--- config.mk ---
export PLATFORM = sky130hd
export DESIGN_NAME = ram_dump_reader
export DESIGN_NICKNAME = d
export VERILOG_FILES = /design/src/rtl/ram_dump_reader.sv
export SDC_FILE = /design/constraint.sdc
export NUM_CORES = 1
export LEC_CHECK = 0
export BUFFER_PORTS_ARGS = -buffer_cell sky130_fd_sc_hd__buf_2
export CAP_MARGIN = 20
export CORE_AREA = 5 5 99 101
export DETAILED_ROUTE_END_ITERATION = 12
export DIE_AREA = 0 0 104 106
export PLACE_DENSITY_LB_ADDON = 0.3
export SYNTH_ARGS = -nofsm -noshare
export SYNTH_HDL_FRONTEND = slang
export SYNTH_SLANG_ARGS = --single-unit
export TNS_END_PERCENT = 50
--- constraint.sdc ---
create_clock -name clk_100M -period 2.65 [get_ports clk_100M]
set_input_delay 0.53 -clock clk_100M [delete_from_list [all_inputs] [get_ports clk_100M]]
set_output_delay 0.53 -clock clk_100M [all_outputs]
set_load 0.01 [all_outputs]
--- src/rtl/ram_dump_reader.sv ---
// ram_dump_reader: walks a RAM address range, showing each 4-bit word and the
// low nibble of its address on two display digits for HOLD_CYCLES clocks.
module ram_dump_reader #(
    parameter int unsigned HOLD_CYCLES = 50_000_000,
    parameter int unsigned ADDR_W      = 10
) (
    input  logic              clk_100M,
    input  logic              rst_n,
    input  logic              start,
    input  logic              stop,
    input  logic [ADDR_W-1:0] start_addr,
    input  logic [ADDR_W-1:0] end_addr,
    output logic [ADDR_W-1:0] ram_addr,
    output logic              ram_wren,
    input  logic [3:0]        ram_q,
    output logic [3:0]        digit0,
    output logic [3:0]        digit1,
    output logic              valid,
    output logic              busy,
    output logic              done
);

    // Hold counter only has to reach HOLD_CYCLES-1.
    localparam int unsigned     CNT_W    = (HOLD_CYCLES > 1) ? $clog2(HOLD_CYCLES) : 1;
    localparam logic [CNT_W-1:0] CNT_LAST = CNT_W'(HOLD_CYCLES - 1);

    typedef enum logic [2:0] {
        IDLE    = 3'd0,
        READ    = 3'd1,
        CAPTURE = 3'd2,
        HOLD    = 3'd3,
        FINISH  = 3'd4
    } state_t;

    state_t            state;
    state_t            next_state;
    logic              start_q;
    logic              trigger;
    logic              hold_last;
    logic [ADDR_W-1:0] end_q;
    logic [CNT_W-1:0]  cnt;

    // The dump reader only ever reads.
    assign ram_wren  = 1'b0;
    assign trigger   = start & ~start_q;
    assign hold_last = (cnt == CNT_LAST);

    // State register.
    always_ff @(posedge clk_100M or negedge rst_n) begin
        if (!rst_n) begin
            state <= IDLE;
        end else begin
            state <= next_state;
        end
    end

    // Next-state logic; stop always returns to IDLE and beats a same-cycle trigger.
    always_comb begin
        next_state = state;
        case (state)
            IDLE:    if (trigger && !stop) next_state = READ;
            READ:    next_state = stop ? IDLE : CAPTURE;
            CAPTURE: next_state = stop ? IDLE : HOLD;
            HOLD: begin
                if (stop) begin
                    next_state = IDLE;
                end else if (hold_last) begin
                    next_state = (ram_addr == end_q) ? FINISH : READ;
                end
            end
            FINISH:  next_state = IDLE;
            default: next_state = IDLE;
        endcase
    end

    // Address, display, hold counter and status pulses.
    always_ff @(posedge clk_100M or negedge rst_n) begin
        if (!rst_n) begin
            start_q  <= 1'b0;
            ram_addr <= '0;
            end_q    <= '0;
            digit0   <= '0;
            digit1   <= '0;
            cnt      <= '0;
            valid    <= 1'b0;
            busy     <= 1'b0;
            done     <= 1'b0;
        end else begin
            start_q <= start;
            valid   <= (state == CAPTURE) && (next_state == HOLD);
            done    <= (next_state == FINISH);
            busy    <= (next_state != IDLE);
            case (state)
                IDLE: begin
                    if (next_state == READ) begin
                        ram_addr <= start_addr;
                        end_q    <= end_addr;
                    end
                end
                CAPTURE: begin
                    if (next_state == HOLD) begin
                        digit0 <= ram_q;
                        digit1 <= ram_addr[3:0];
                        cnt    <= '0;
                    end
                end
                HOLD: begin
                    if (next_state == READ) begin
                        ram_addr <= ram_addr + ADDR_W'(1);
                    end else if (next_state == HOLD) begin
                        cnt <= cnt + CNT_W'(1);
                    end
                end
                default: ;
            endcase
        end
    end

endmodule

# Yosys cells after proc, flatten, opt, wreduce, memory -nomap -nowiden
# Index checks and enable logic that the tools add are counted.
# totals
register_bits	61
input_bits	28
# classes
add_sub_neg	2
n_eq_ne	13
n_mux	14
n_bitwise	2
n_reduce_logical	11
# op_table
op	count
$mux 26	3
$pmux 26 s2	1
$add 26x1->26 const B	1
$eq 26x26->1 const B	1
$mux 10	2
$pmux 10 s2	1
$mux 3	4
$pmux 3 s4	1
$add 10x1->10 const B	1
$eq 10x10->1	1
$eq 3x2->1 const B	3
$ne 2x2->1 const B	4
$eq 3x1->1 const B	2
$mux 2	2
$reduce_and 2->1	2
$reduce_and 4->1	1
$reduce_bool 2->1	2
$eq 3x3->1 const B	1
$logic_not 3->1	1
$reduce_and 3->1	1
$reduce_bool 3->1	1
$logic_and 1x1->1	2
$ne 2x1->1 const B	1
$and 1x1->1	1
2 further kinds	2

# Depth between registers and ports, before layout
# Gate-level depths: netlist of run 1.
# depth
word_depth	9
mapped_depth	8
depth_no_buf	6

# Least setup slack after synthesis of run 1
# Ideal clock, no wire load.
# synth_timing
path_kind	flip-flop to flip-flop
start	register ram_addr[2]
end	register ram_addr[1]
setup_time_ns	0.125
t_arrival_ns	1.834
path_slack_ns	0.691
stages_incl_launch_ff	8
n_path_buf	2
path_cell_list	dfrtp_1 > clkbuf_1 > xnor2_1 > nand4_1 > nor4_1 > o31a_1 > buf_6 > mux2_4
# synth_between
elab_chain_len	8
# synth_lines
element	line_no	source
start, declared	13	output logic [ADDR_W-1:0] ram_addr,
start signal, assigned	96	ram_addr <= start_addr;
start signal, assigned	109	ram_addr <= ram_addr + ADDR_W'(1);
$eq 10x10->1 *	68	next_state = (ram_addr == end_q) ? FINISH : READ;
$mux 3 *	68	
$mux 3 *	67	end else if (hold_last) begin
$mux 3 *	65	if (stop) begin
$pmux 3 s4 *	60	case (state)
$eq 3x1->1 *	95, 108	
$ne 2x2->1 (no line)	-	
$reduce_and 3->1 (no line) *	-	
# Mark *: on every way between the ends. The rest lies on a longest branch, timed or not.
# A chain may end at the register's enable or synchronous reset.

# Worst setup path in the final report of run 1
# layout_timing
start	register cnt[0]
end	register ram_addr[1]
# layout_between
elab_chain_len	7
# layout_lines
element	line_no	source
start, declared	41	logic [CNT_W-1:0] cnt;
start signal, assigned	111	cnt <= cnt + CNT_W'(1);
$eq 26x26->1 *	46	assign hold_last = (cnt == CNT_LAST);
$mux 3 *	67	
$mux 3 *	65	
$pmux 3 s4 *	60	
$eq 3x1->1 *	95, 108	
$ne 2x2->1 (no line)	-	
$reduce_and 3->1 (no line) *	-	
# Marks and branches as above.

==> results of run 1 <==
-- registers in the layout (all words and copies together), names as in the netlist --
| signal | flops |
|---|---|
| busy | 1 |
| digit1 | 4 |
| ram_addr | 10 |
| done | 1 |
| end_q | 10 |
| cnt | 26 |
| digit0 | 4 |
| valid | 1 |
| state | 3 |
| start_q | 1 |
-- report_power, final --
group	total [mW]	internal (mW)	switching, mW
Clock	0.846	0.456	0.390
Sequential	1.19	1.06	0.129
Combinational	0.462	0.212	0.250
Total	2.49	1.72	0.769
-- metrics by stage --
stage	instance area [sq um]	total power, mW	util, %	hold slack, ns	worst slack, ns
final	3880	2.49	43.5	0.177	0.421
after global routing	3880	2.65	43.5	0.207	0.312
after CTS	3880	2.52	43.5	0.194	0.452
after detailed placement	3680	1.67	41.2	0.462	0.429
after global placement	3680	1.66	41.2	0.455	0.474
after floorplan	3320	1.45	-	0.234	0.691
-- cell families after synthesis --
kind of cell               synth area share (%)
buffers and inverters                      4.15
adders and majority gates                 0.754
other                                     0.113
xor gates and xnor gates                   6.34
and+or+nand+nor                            28.0
muxes                                      1.09
AOI/OAI and AO/OA                          13.5
DFF                                        46.0
-- path summary, 6_finish.rpt --
check / endpoint / start / slack [ns] / cells past startpoint
max in group asynchronous: ram_addr[4] / rst_n / 2.17 / 2
min in group clk_100M: start_q / start / 0.33 / 1
worst min-delay path: cnt[19] / rst_n / 0.18 / 2
worst max register to register: ram_addr[1] / cnt[0] / 0.42 / 6
worst min register to register: digit1[2] / digit1[2] / 0.47 / 2
worst max-delay path: ram_addr[1] / cnt[0] / 0.42 / 6
-- routing by layer --
layer  global-route usage, %  vias up  wire (microns)
met5                       0        -               0
li1                        -     1381               -
met3                    4.86        8             457
met2                    23.2       65            3750
met1                    21.7     1331            3970
met4                    3.89        0              87
-- layout by cell type (no fill, tap or decap), types with 2 or more instances in the layout --
| cell | n |
|---|---|
| sky130_fd_sc_hd__a2111oi_0 | 2 |
| sky130_fd_sc_hd__and3_1 | 4 |
| sky130_fd_sc_hd__or2_2 | 2 |
| sky130_fd_sc_hd__a31oi_1 | 3 |
| sky130_fd_sc_hd__nand2b_1 | 2 |
| sky130_fd_sc_hd__nor4_1 | 11 |
| sky130_fd_sc_hd__and4_1 | 4 |
| sky130_fd_sc_hd__a211oi_1 | 4 |
| sky130_fd_sc_hd__clkinvlp_4 | 3 |
| sky130_fd_sc_hd__nor3b_1 | 3 |
| sky130_fd_sc_hd__o21ai_0 | 9 |
| sky130_fd_sc_hd__xnor2_1 | 21 |
| sky130_fd_sc_hd__o2111ai_1 | 2 |
| sky130_fd_sc_hd__or4b_1 | 2 |
| sky130_fd_sc_hd__nor2_1 | 26 |
| sky130_fd_sc_hd__o31a_1 | 2 |
| sky130_fd_sc_hd__o311ai_0 | 3 |
| sky130_fd_sc_hd__clkbuf_8 | 10 |
| sky130_fd_sc_hd__nand3_1 | 15 |
| sky130_fd_sc_hd__o22ai_1 | 4 |
| sky130_fd_sc_hd__nor3_1 | 6 |
| sky130_fd_sc_hd__nand2_1 | 76 |
| sky130_fd_sc_hd__nand2_2 | 2 |
| sky130_fd_sc_hd__inv_1 | 8 |
| sky130_fd_sc_hd__or3_1 | 4 |
| sky130_fd_sc_hd__nand4_1 | 4 |
| sky130_fd_sc_hd__dfrtp_1 | 61 |
| sky130_fd_sc_hd__clkinv_2 | 2 |
| sky130_fd_sc_hd__buf_4 | 10 |
| sky130_fd_sc_hd__o32a_1 | 2 |
| sky130_fd_sc_hd__a21oi_1 | 14 |
| sky130_fd_sc_hd__ha_1 | 2 |
| sky130_fd_sc_hd__o21ai_1 | 3 |
| sky130_fd_sc_hd__or4_1 | 5 |
| sky130_fd_sc_hd__xor2_1 | 3 |
| sky130_fd_sc_hd__buf_2 | 48 |
| sky130_fd_sc_hd__o31ai_1 | 4 |
-- final cells by class --
class	instances	area (sq um)
well taps	111	139
inverters	8	30.0
clock inverters	6	62.6
clock buffers	10	138
repair buffers	59	335
fillers	906	5050
multi-input cells	271	1650
flip-flops and latches	61	1530
-- Yosys cell counts (all sizes together) (4+ instances only) --
cell	count	area, sq um
nand2	78	298
dfrtp	61	1530
nor2	27	104
xnor2	21	184
nand3	15	75.1
a21oi	14	70.1
clkbuf	12	45.0
nor4	12	90.1
o21ai	12	60.1
buf	9	62.6
inv	8	30.0
nor3	7	40.0
nand4	6	58.8
a211oi	5	42.5
and4	5	46.3
or4	5	37.5
and3	4	25.0
o22ai	4	25.0
o31ai	4	30.0
or3	4	25.0
-- worst max-delay path, cell delays in order (launching register included) --
cell,delay [ns]
sky130_fd_sc_hd__dfrtp_1,0.40
sky130_fd_sc_hd__ha_1,0.25
sky130_fd_sc_hd__nand4_2,0.16
sky130_fd_sc_hd__nor4_4,0.29
sky130_fd_sc_hd__nand2_2,0.19
sky130_fd_sc_hd__o31a_1,0.47
sky130_fd_sc_hd__mux2_4,0.34
==> implementation parameters, run 1 <==
Parameter                              Value

Outcome
  Result of the run ... complete, no violations

Placed design
  Number of I/O port buffers ... 48
  Total placed cells including tap cells ... 510
  Post-DP HPWL ... 5910 microns
  Routability congestion estimate ... 0.850

Pwr
  Power per cell area ... 642 nW/um^2
  Peak supply drop ... 0.000527 V
  Leakage power ... 1.77 nW

Global route
  Total overflow reported by the global router ... 0
  Number of antenna violations at the first check in global routing ... 0
  Via count of the first global-routing pass ... 2752
  Aggregate global-route resource usage ... 15.5%
  Maximum number of pins on one net before global-route repair ... 62
  First-pass GRT wire length ... 14000 microns

Clocking
  TritonCTS clock tree ... done
  Cells resized by post-CTS repair ... 0
  Clock transition at the registers of the reported paths ... 0.07 ns
  Count of buffers added by post-CTS timing repair for setup ... 0
  Clock sink total ... around 60
  Total clock buffers created by CTS ... 9
  Clock insertion delay at the later pin of the skew report ... 0.35 ns
  Post-CTS Hold Fix Bufs ... 0
  Number of levels the H-tree was split into ... 3
  Max clock buf depth ... 2
  Buffer cell driving the clock tree root ... sky130_fd_sc_hd__clkbuf_8

Synthesis
  Mapped cell area ... 3320 sq um
  Fraction of registers with async set/reset ... 100%
  Mapped Cells ... ~360
  Synth warn ... 0
  Number of synthesized flops with an enable pin ... 0
  Synthesized area per cell ... 9.19 sq um
  Seq/Total Area, Yosys ... a little under half
  Post-Synthesis Net Count ... roughly 390
  Number of synthesized register bits ... 61
  Dominant register cell in the synthesized netlist ... sky130_fd_sc_hd__dfrtp_1
  Distinct cell type count after synthesis ... 63

Die
  Die span in x ... 104 microns
  Core Rows ... 35
  Core footprint ... 8930 sq um
  Boundary pin count ... 50
  Initial Util ... 37.1%
  Die Height ... about 110 microns
  Die Outline Area ... 11000 sq um

STA
  Total negative slack ... 0 ns
  Final critical-path required period ... around 2.2 ns
  Final Slew Violations ... 0
  Final number of hold-violating endpoints ... 0
  Clock skew ... ~0.014 ns
  Fraction of the cycle the final worst path needs ... 84.1%
  Setup-violating endpoint count in the final report ... 0
  Highest clock frequency the design can meet ... 449 MHz
  Setup repair after global routing missed its margin ... no

Route
  Final wirelength ... 8260 microns
  Iteration-0 DRC Markers ... about 120
  Residual DRC count ... 0
  Vias ... approximately 2.8k
  Via count normalized by instance count ... 5.29
  Routed wirelength normalized by instance count ... 15.7 microns
  Post-route antenna net violation count ... 0
  Initial DRT Pass Iterations ... 4

Worst setup path
  CP required ... 2.87 ns
  CP max FO ... 10
  Critical path class ... flop to flop
  Crit path DAT ... 2.45 ns
  Endpoint class of the critical path ... flop
  Startpoint type of the worst setup path ... flop

Final layout
  Fraction of layout instances using a drive strength above 1 ... 21.9%
  ANT cells ... 0
  Final standard cell count with taps included and fillers excluded ... 526
  Area growth syn-to-layout ... 17.1%
  Total number of nets in the final design ... 440

Job
  Max-cap violations ... 0

Min path
  Class of the tightest hold or removal check ... primary input to async pin
Note: power is estimated with default switching activity, not from simulation.
==> run 2: changes to the inputs <==
clock period = 1.9 ns   (was 2.65 ns; I/O delays follow)
==> implementation parameters, run 2 (synthesized netlist as in run 1, its figures left out) <==
Parameter                              Value

Final layout
  ANT cells ... 0 (unchanged)
  FILL cells ... 868 (-4.2%)
  Total area of multi-input combinational cells ... 1790 sq um (+8.1%)
  Total number of nets in the final design ... 486 (+10%)
  Area growth syn-to-layout ... 32.4%
  Fraction of layout instances using a drive strength above 1 ... 33.8% (+12 points)
  Leading cell type in the layout, fill and taps excluded ... sky130_fd_sc_hd__nand2_1
  Most used cells in the layout excluding fill and tap cells ... 76 x sky130_fd_sc_hd__nand2_1, 59 x sky130_fd_sc_hd__dfrtp_1, 52 x sky130_fd_sc_hd__buf_4
  Number of flip-flops in the largest register ... 26 (unchanged)
  Registers with the highest flip-flop counts ... cnt (26), end_q (10), ram_addr (10)
  Largest reg by FF count ... cnt
  Sequential cell area in the final layout ... 1530 sq um (+0.16%)

Global route
  Maximum number of pins on one net before global-route repair ... 62 (unchanged)
  Number of antenna violations at the first check in global routing ... 0 (unchanged)
  Aggregate global-route resource usage ... 15.8% (+0.29 points)
  First-pass GRT wire length ... 14400 microns (+2.6%)
  Via count of the first global-routing pass ... 2936 (+6.7%)
  Total overflow reported by the global router ... 0 (unchanged)

Worst setup path
  Crit path DAT ... 2.11 ns (-0.34 ns)
  Series of cell instances along the critical path ... ha_4 -> nand4_4 -> nor4_4 -> nand2_2 -> o31a_1 -> mux2_4
  Destination of the worst register-to-register timing path ... ram_addr[1]
  Worst flop-to-flop path startpoint ... cnt[1]
  Startpoint type of the worst setup path ... flop
  CP max FO ... 5 (-5)
  Slowest CP cell ... sky130_fd_sc_hd__dfrtp_1
  Cell count of the worst reg-to-reg path ... 6 (unchanged)
  Critical path class ... flop to flop
  R2R Setup Slk ... 0.01 ns (-0.41 ns)
  Max incr delay on CP ... 0.41 ns (-0.06 ns)
  CP required ... 2.13 ns (-0.74 ns)
  Endpoint class of the critical path ... flop

Route
  Via count normalized by instance count ... 5.25 (-0.91%)
  Post-route antenna net violation count ... 0 (unchanged)
  Residual DRC count ... 0 (unchanged)
  Vias ... 3001 (+7.8%)
  Final wirelength ... 8620 microns (+4.4%)
  Initial DRT Pass Iterations ... 4 (unchanged)
  Iteration-0 DRC Markers ... 253 (+110%)
  Routed wirelength normalized by instance count ... 15.1 microns (-4.0%)

STA
  Hold Slack ... 0.0372 ns (-0.139 ns)
  Highest clock frequency the design can meet ... 530 MHz (+18%)
  Fraction of the cycle the final worst path needs ... 99.2% (+15 points)
  Final number of hold-violating endpoints ... 0 (unchanged)
  Setup repair after global routing missed its margin ... yes
  Clock skew ... 0.0136 ns (-0.000374 ns)
  Final critical-path required period ... 1.89 ns (-0.344 ns)
  Setup-violating endpoint count in the final report ... 0 (unchanged)
  Final Slew Violations ... 0 (unchanged)

Clocking
  Clock sink total ... 61 (unchanged)
  Clock transition at the registers of the reported paths ... 0.07 ns (about the same)
  Number of levels the H-tree was split into ... 3 (unchanged)
  Max clock buf depth ... 2 (unchanged)
  Buffer cell driving the clock tree root ... sky130_fd_sc_hd__clkbuf_8
  Post-CTS Hold Fix Bufs ... 0 (unchanged)
  Clock insertion delay at the later pin of the skew report ... 0.34 ns (about the same)
  Total clock buffers created by CTS ... 9 (unchanged)
  TritonCTS clock tree ... done

Pwr
  Leakage power ... 2.04 nW (+15%)
  Total power ... 3.70 mW (+48%)
  Peak supply drop ... 0.000485 V (-8.1%)
  Power per cell area ... 842 nW/um^2 (+31%)

Min path
  Class of the tightest hold or removal check ... primary input to async pin

Die
  Core Rows ... 35 (unchanged)
  Die Height ... 106 microns (unchanged)
  Boundary pin count ... 50 (unchanged)
  Die Outline Area ... 11000 sq um (unchanged)
  Core footprint ... 8930 sq um (unchanged)
  Initial Util ... 37.1% (unchanged)
  Die span in x ... 104 microns (unchanged)

Placed design
  Routability congestion estimate ... 0.854 (+0.47%)
  Post-DP HPWL ... 6200 microns (+5.0%)
  Number of I/O port buffers ... 48 (unchanged)

Job
  Max-cap violations ... 0 (unchanged)

Outcome
  Result of the run ... complete, no violations
run 2: cell types whose count changed in the layout (fill, tap and decap cells not counted), sizes merged:
cell / delta
bufinv: +1
clkinvlp: -3
a21o: +1
buf: +45
clkinv: +2
run 2: worst max-delay path, delay by kind of cell (launching register included):
kind                     cells  cell delay, ns
AO/OA/AOI/OAI                1            0.40
adder cells (fa/ha/maj)      1            0.17
flip-flops                   1            0.41
multiplexers                 1            0.32
AND/OR/NAND/NOR              3            0.48
run 2: how the worst max path moves through the flow:
stage,from,end,slack [ns],depth (start not counted)
global placement,ram_addr[0],ram_addr[8],-0.07,6
CTS,ram_addr[0],ram_addr[8],-0.02,6
global route,cnt[1],ram_addr[1],-0.11,6
detailed placement,ram_addr[0],ram_addr[8],-0.07,6
finish,cnt[1],ram_addr[1],0.01,6
floorplan,cnt[7],ram_addr[1],0.009,7
run 2: per-stage QoR:
stage          area (sq um)  TNS [ns]  instances  setup slack [ns]  util [%]
6_report               4390         0        572            0.0149      49.2
5_1_grt                4390    -0.624        572            -0.106      49.2
4_1_cts                4230   -0.0160        567           -0.0154      47.4
3_5_place_dp           4010   -0.0781        551           -0.0747      44.9
3_3_place_gp           4010   -0.0671        551           -0.0671      44.9
2_1_floorplan          3330         0        361           0.00920         -
run 2: timing repair:
item / 4_1_cts / 5_1_grt
pin swaps: 0 / 12
setup endpoints to repair: 2 / 26
resized for setup: 2 / 27
setup buffers: 0 / 4
cloned: 0 / 1
run 2: area by class of cell:
class / instances / area share [%]
flip-flops and latches: 61 / 34.8
well taps: 111 / 3.16
clock inverters: 6 / 1.99
repair buffers: 104 / 15.8
multi-input cells: 272 / 40.7
clock buffers: 10 / 2.91
inverters: 8 / 0.684
run 2: per-layer routing:
layer,global-route usage (%),wire (microns),up-vias
met4,5.37,128,0
met2,23.5,3920,71
met3,2.79,394,14
met5,0,0,-
li1,-,-,1485
met1,23.0,4190,1431
run 2: power by group:
group | total, mW | leakage [nW] | internal, mW | switching, mW
sequential | 1.63 | 0.799 | 1.48 | 0.152
clock | 1.26 | 0.110 | 0.739 | 0.523
combinational | 0.809 | 1.14 | 0.384 | 0.425
==> run 3: changes to the inputs <==
CORE_AREA = 5 5 112 114   (was 5 5 99 101)
DIE_AREA = 0 0 117 119   (was 0 0 104 106)
==> implementation parameters, run 3 (synthesized netlist as in run 1, its figures left out) <==
Parameter                              Value

Outcome
  Result of the run ... complete, no violations

Die
  Die Height ... 119 microns (+12%)
  Core footprint ... 11300 sq um (+27%)
  Boundary pin count ... 50 (unchanged)
  Core Rows ... 39 (+11%)
  Initial Util ... 29.3% (-7.8 points)
  Die Outline Area ... 13900 sq um (+26%)
  Die span in x ... 117 microns (+13%)

Global route
  Number of antenna violations at the first check in global routing ... 0 (unchanged)
  First-pass GRT wire length ... 16300 microns (+13%)
  Aggregate global-route resource usage ... 14.6% (-1.1 points)
  Maximum number of pins on one net before global-route repair ... 27 (-56%)
  Total overflow reported by the global router ... 0 (unchanged)
  Via count of the first global-routing pass ... 3270 (+11%)

STA
  Final Slew Violations ... 0 (unchanged)
  Hold Slack ... 0.0360 ns (-0.00123 ns)
  Setup repair after global routing missed its margin ... yes
  Clock skew ... 0.00786 ns (-0.00574 ns)
  Worst rel slew slack ... 63.3%
  Highest clock frequency the design can meet ... 536 MHz (+0.98%)
  Final WS setup ... 0.0331 ns (+0.0182 ns)
  Final number of hold-violating endpoints ... 0 (unchanged)
  Final critical-path required period ... 1.87 ns (-0.0182 ns)
  Setup-violating endpoint count in the final report ... 0 (unchanged)
  Fraction of the cycle the final worst path needs ... 98.3% (-0.96 points)
  Pin slew with the least headroom to its limit ... roughly 0.55 ns

Route
  Initial DRT Pass Iterations ... 4 (unchanged)
  Via count normalized by instance count ... 5.00 (-4.7%)
  Residual DRC count ... 0 (unchanged)
  Vias ... 3054 (+1.8%)
  Final wirelength ... 9570 microns (+11%)
  Iteration-0 DRC Markers ... 168 (-34%)
  Post-route antenna net violation count ... 0 (unchanged)
  Routed wirelength normalized by instance count ... 15.7 microns (+3.8%)

Placed design
  Post-DP HPWL ... 7040 microns (+13%)
  Number of I/O port buffers ... 48 (unchanged)
  Routability congestion estimate ... 0.882 (+3.3%)
  Total cell area at the placement stage ... 4150 sq um (+3.4%)
  Post-place setup slack ... -0.0130 ns (+0.0618 ns)

Worst setup path
  CP max FO ... 6 (+1)
  Critical path class ... flop to flop
  Crit path DAT ... 2.08 ns (-0.03 ns)
  Startpoint type of the worst setup path ... flop
  Cell count of the worst reg-to-reg path ... 7 (+1)
  CP required ... 2.12 ns (about the same)
  Endpoint class of the critical path ... flop

Final layout
  Leading cell type in the layout, fill and taps excluded ... sky130_fd_sc_hd__nand2_1
  Largest reg by FF count ... cnt
  Area growth syn-to-layout ... 40.2%
  ANT cells ... 0 (unchanged)
  Finished Cell Area ... 4650 sq um (+5.8%)
  Number of flip-flops in the largest register ... 26 (unchanged)
  FILL cells ... 1100 (+27%)
  Total area of multi-input combinational cells ... 1820 sq um (+1.8%)
  Sequential cell area in the final layout ... 1530 sq um (+0.16%)
  Total number of nets in the final design ... 493 (+1.4%)
  Most used cells in the layout excluding fill and tap cells ... 75 x sky130_fd_sc_hd__nand2_1, 59 x sky130_fd_sc_hd__buf_4, 57 x sky130_fd_sc_hd__dfrtp_1
  Fraction of layout instances using a drive strength above 1 ... 36.8% (+2.9 points)
  Post-layout utilization of the core ... 41.1% (-8.1 points)
  Registers with the highest flip-flop counts ... cnt (26), end_q (10), ram_addr (10)

Clocking
  Clock insertion delay at the later pin of the skew report ... 0.33 ns (about the same)
  Clock transition at the registers of the reported paths ... 0.06 ns (about the same)
  Total clock buffers created by CTS ... 9 (unchanged)
  TritonCTS clock tree ... done
  Number of levels the H-tree was split into ... 3 (unchanged)
  Buffer cell driving the clock tree root ... sky130_fd_sc_hd__clkbuf_16
  Max clock buf depth ... 2 (unchanged)
  Clock sink total ... 61 (unchanged)
  Post-CTS Hold Fix Bufs ... 0 (unchanged)

Pwr
  Total power ... 4.27 mW (+15%)
  Power per cell area ... 918 nW/um^2 (+9.0%)
  Leakage power ... 2.16 nW (+5.4%)
  Peak supply drop ... 0.000468 V (-3.4%)

Min path
  Class of the tightest hold or removal check ... primary input to async pin

Job
  Max-cap violations ... 0 (unchanged)
## run 3: cell types whose count changed in the layout (fill, tap and decap cells not counted), sizes merged
| cell | before | now |
|---|---|---|
| buf | 104 | 112 |
| a21o | 2 | 1 |
| clkinv | 4 | 3 |
| clkinvlp | 0 | 1 |
## run 3: layer usage
metal	vias to the layer above	track usage (%)	wire [microns]
met5	-	0	0
met4	0	5.88	220
met3	16	3.70	548
met2	79	22.0	4230
met1	1464	20.0	4560
li1	1495	-	-
## run 3: path summary, 6_finish.rpt
check	startpoint	slack, ns	to
worst max register to register	cnt[1]	0.03	ram_addr[3]
max in group asynchronous	rst_n	1.27	end_q[2]
worst min-delay path	rst_n	0.04	cnt[10]
worst min register to register	digit0[1]	0.47	digit0[1]
min in group clk_100M	start	0.20	start_q
worst max-delay path	cnt[1]	0.03	ram_addr[3]
## run 3: what timing repair did
item,in CTS,in global routing
buffers inserted,0,1
pin swaps,0,6
setup endpoints to repair,10,24
gates resized for setup,5,34
## run 3: final cells by class
class,instances,share of cell area (%)
Inverter,8,0.646
Clock buffer,10,5.14
Sequential cell,61,32.9
Multi-Input combinational cell,271,39.1
Timing Repair Buffer,112,16.5
Tap cell,143,3.85
Clock inverter,6,1.86
## run 3: critical path, stage by stage (launching register included)
cell,delay (ns)
sky130_fd_sc_hd__dfrtp_1,0.43
sky130_fd_sc_hd__ha_4,0.19
sky130_fd_sc_hd__nand4_4,0.10
sky130_fd_sc_hd__nor4_4,0.22
sky130_fd_sc_hd__nand2_4,0.09
sky130_fd_sc_hd__o31a_1,0.39
sky130_fd_sc_hd__buf_6,0.17
sky130_fd_sc_hd__o32a_1,0.15
## run 3: power by group
| group | switching, mW | internal (mW) |
|---|---|---|
| logic | 0.459 | 0.398 |
| registers | 0.136 | 1.48 |
| clock network | 0.618 | 1.18 |
| total | 1.21 | 3.06 |
## run 3: per-stage QoR
step	instances	setup TNS, ns
after detailed placement	594	-0.0354
after CTS	610	0
final	611	0
after global placement	594	-0.157
after global routing	611	-0.590
after floorplan	361	0
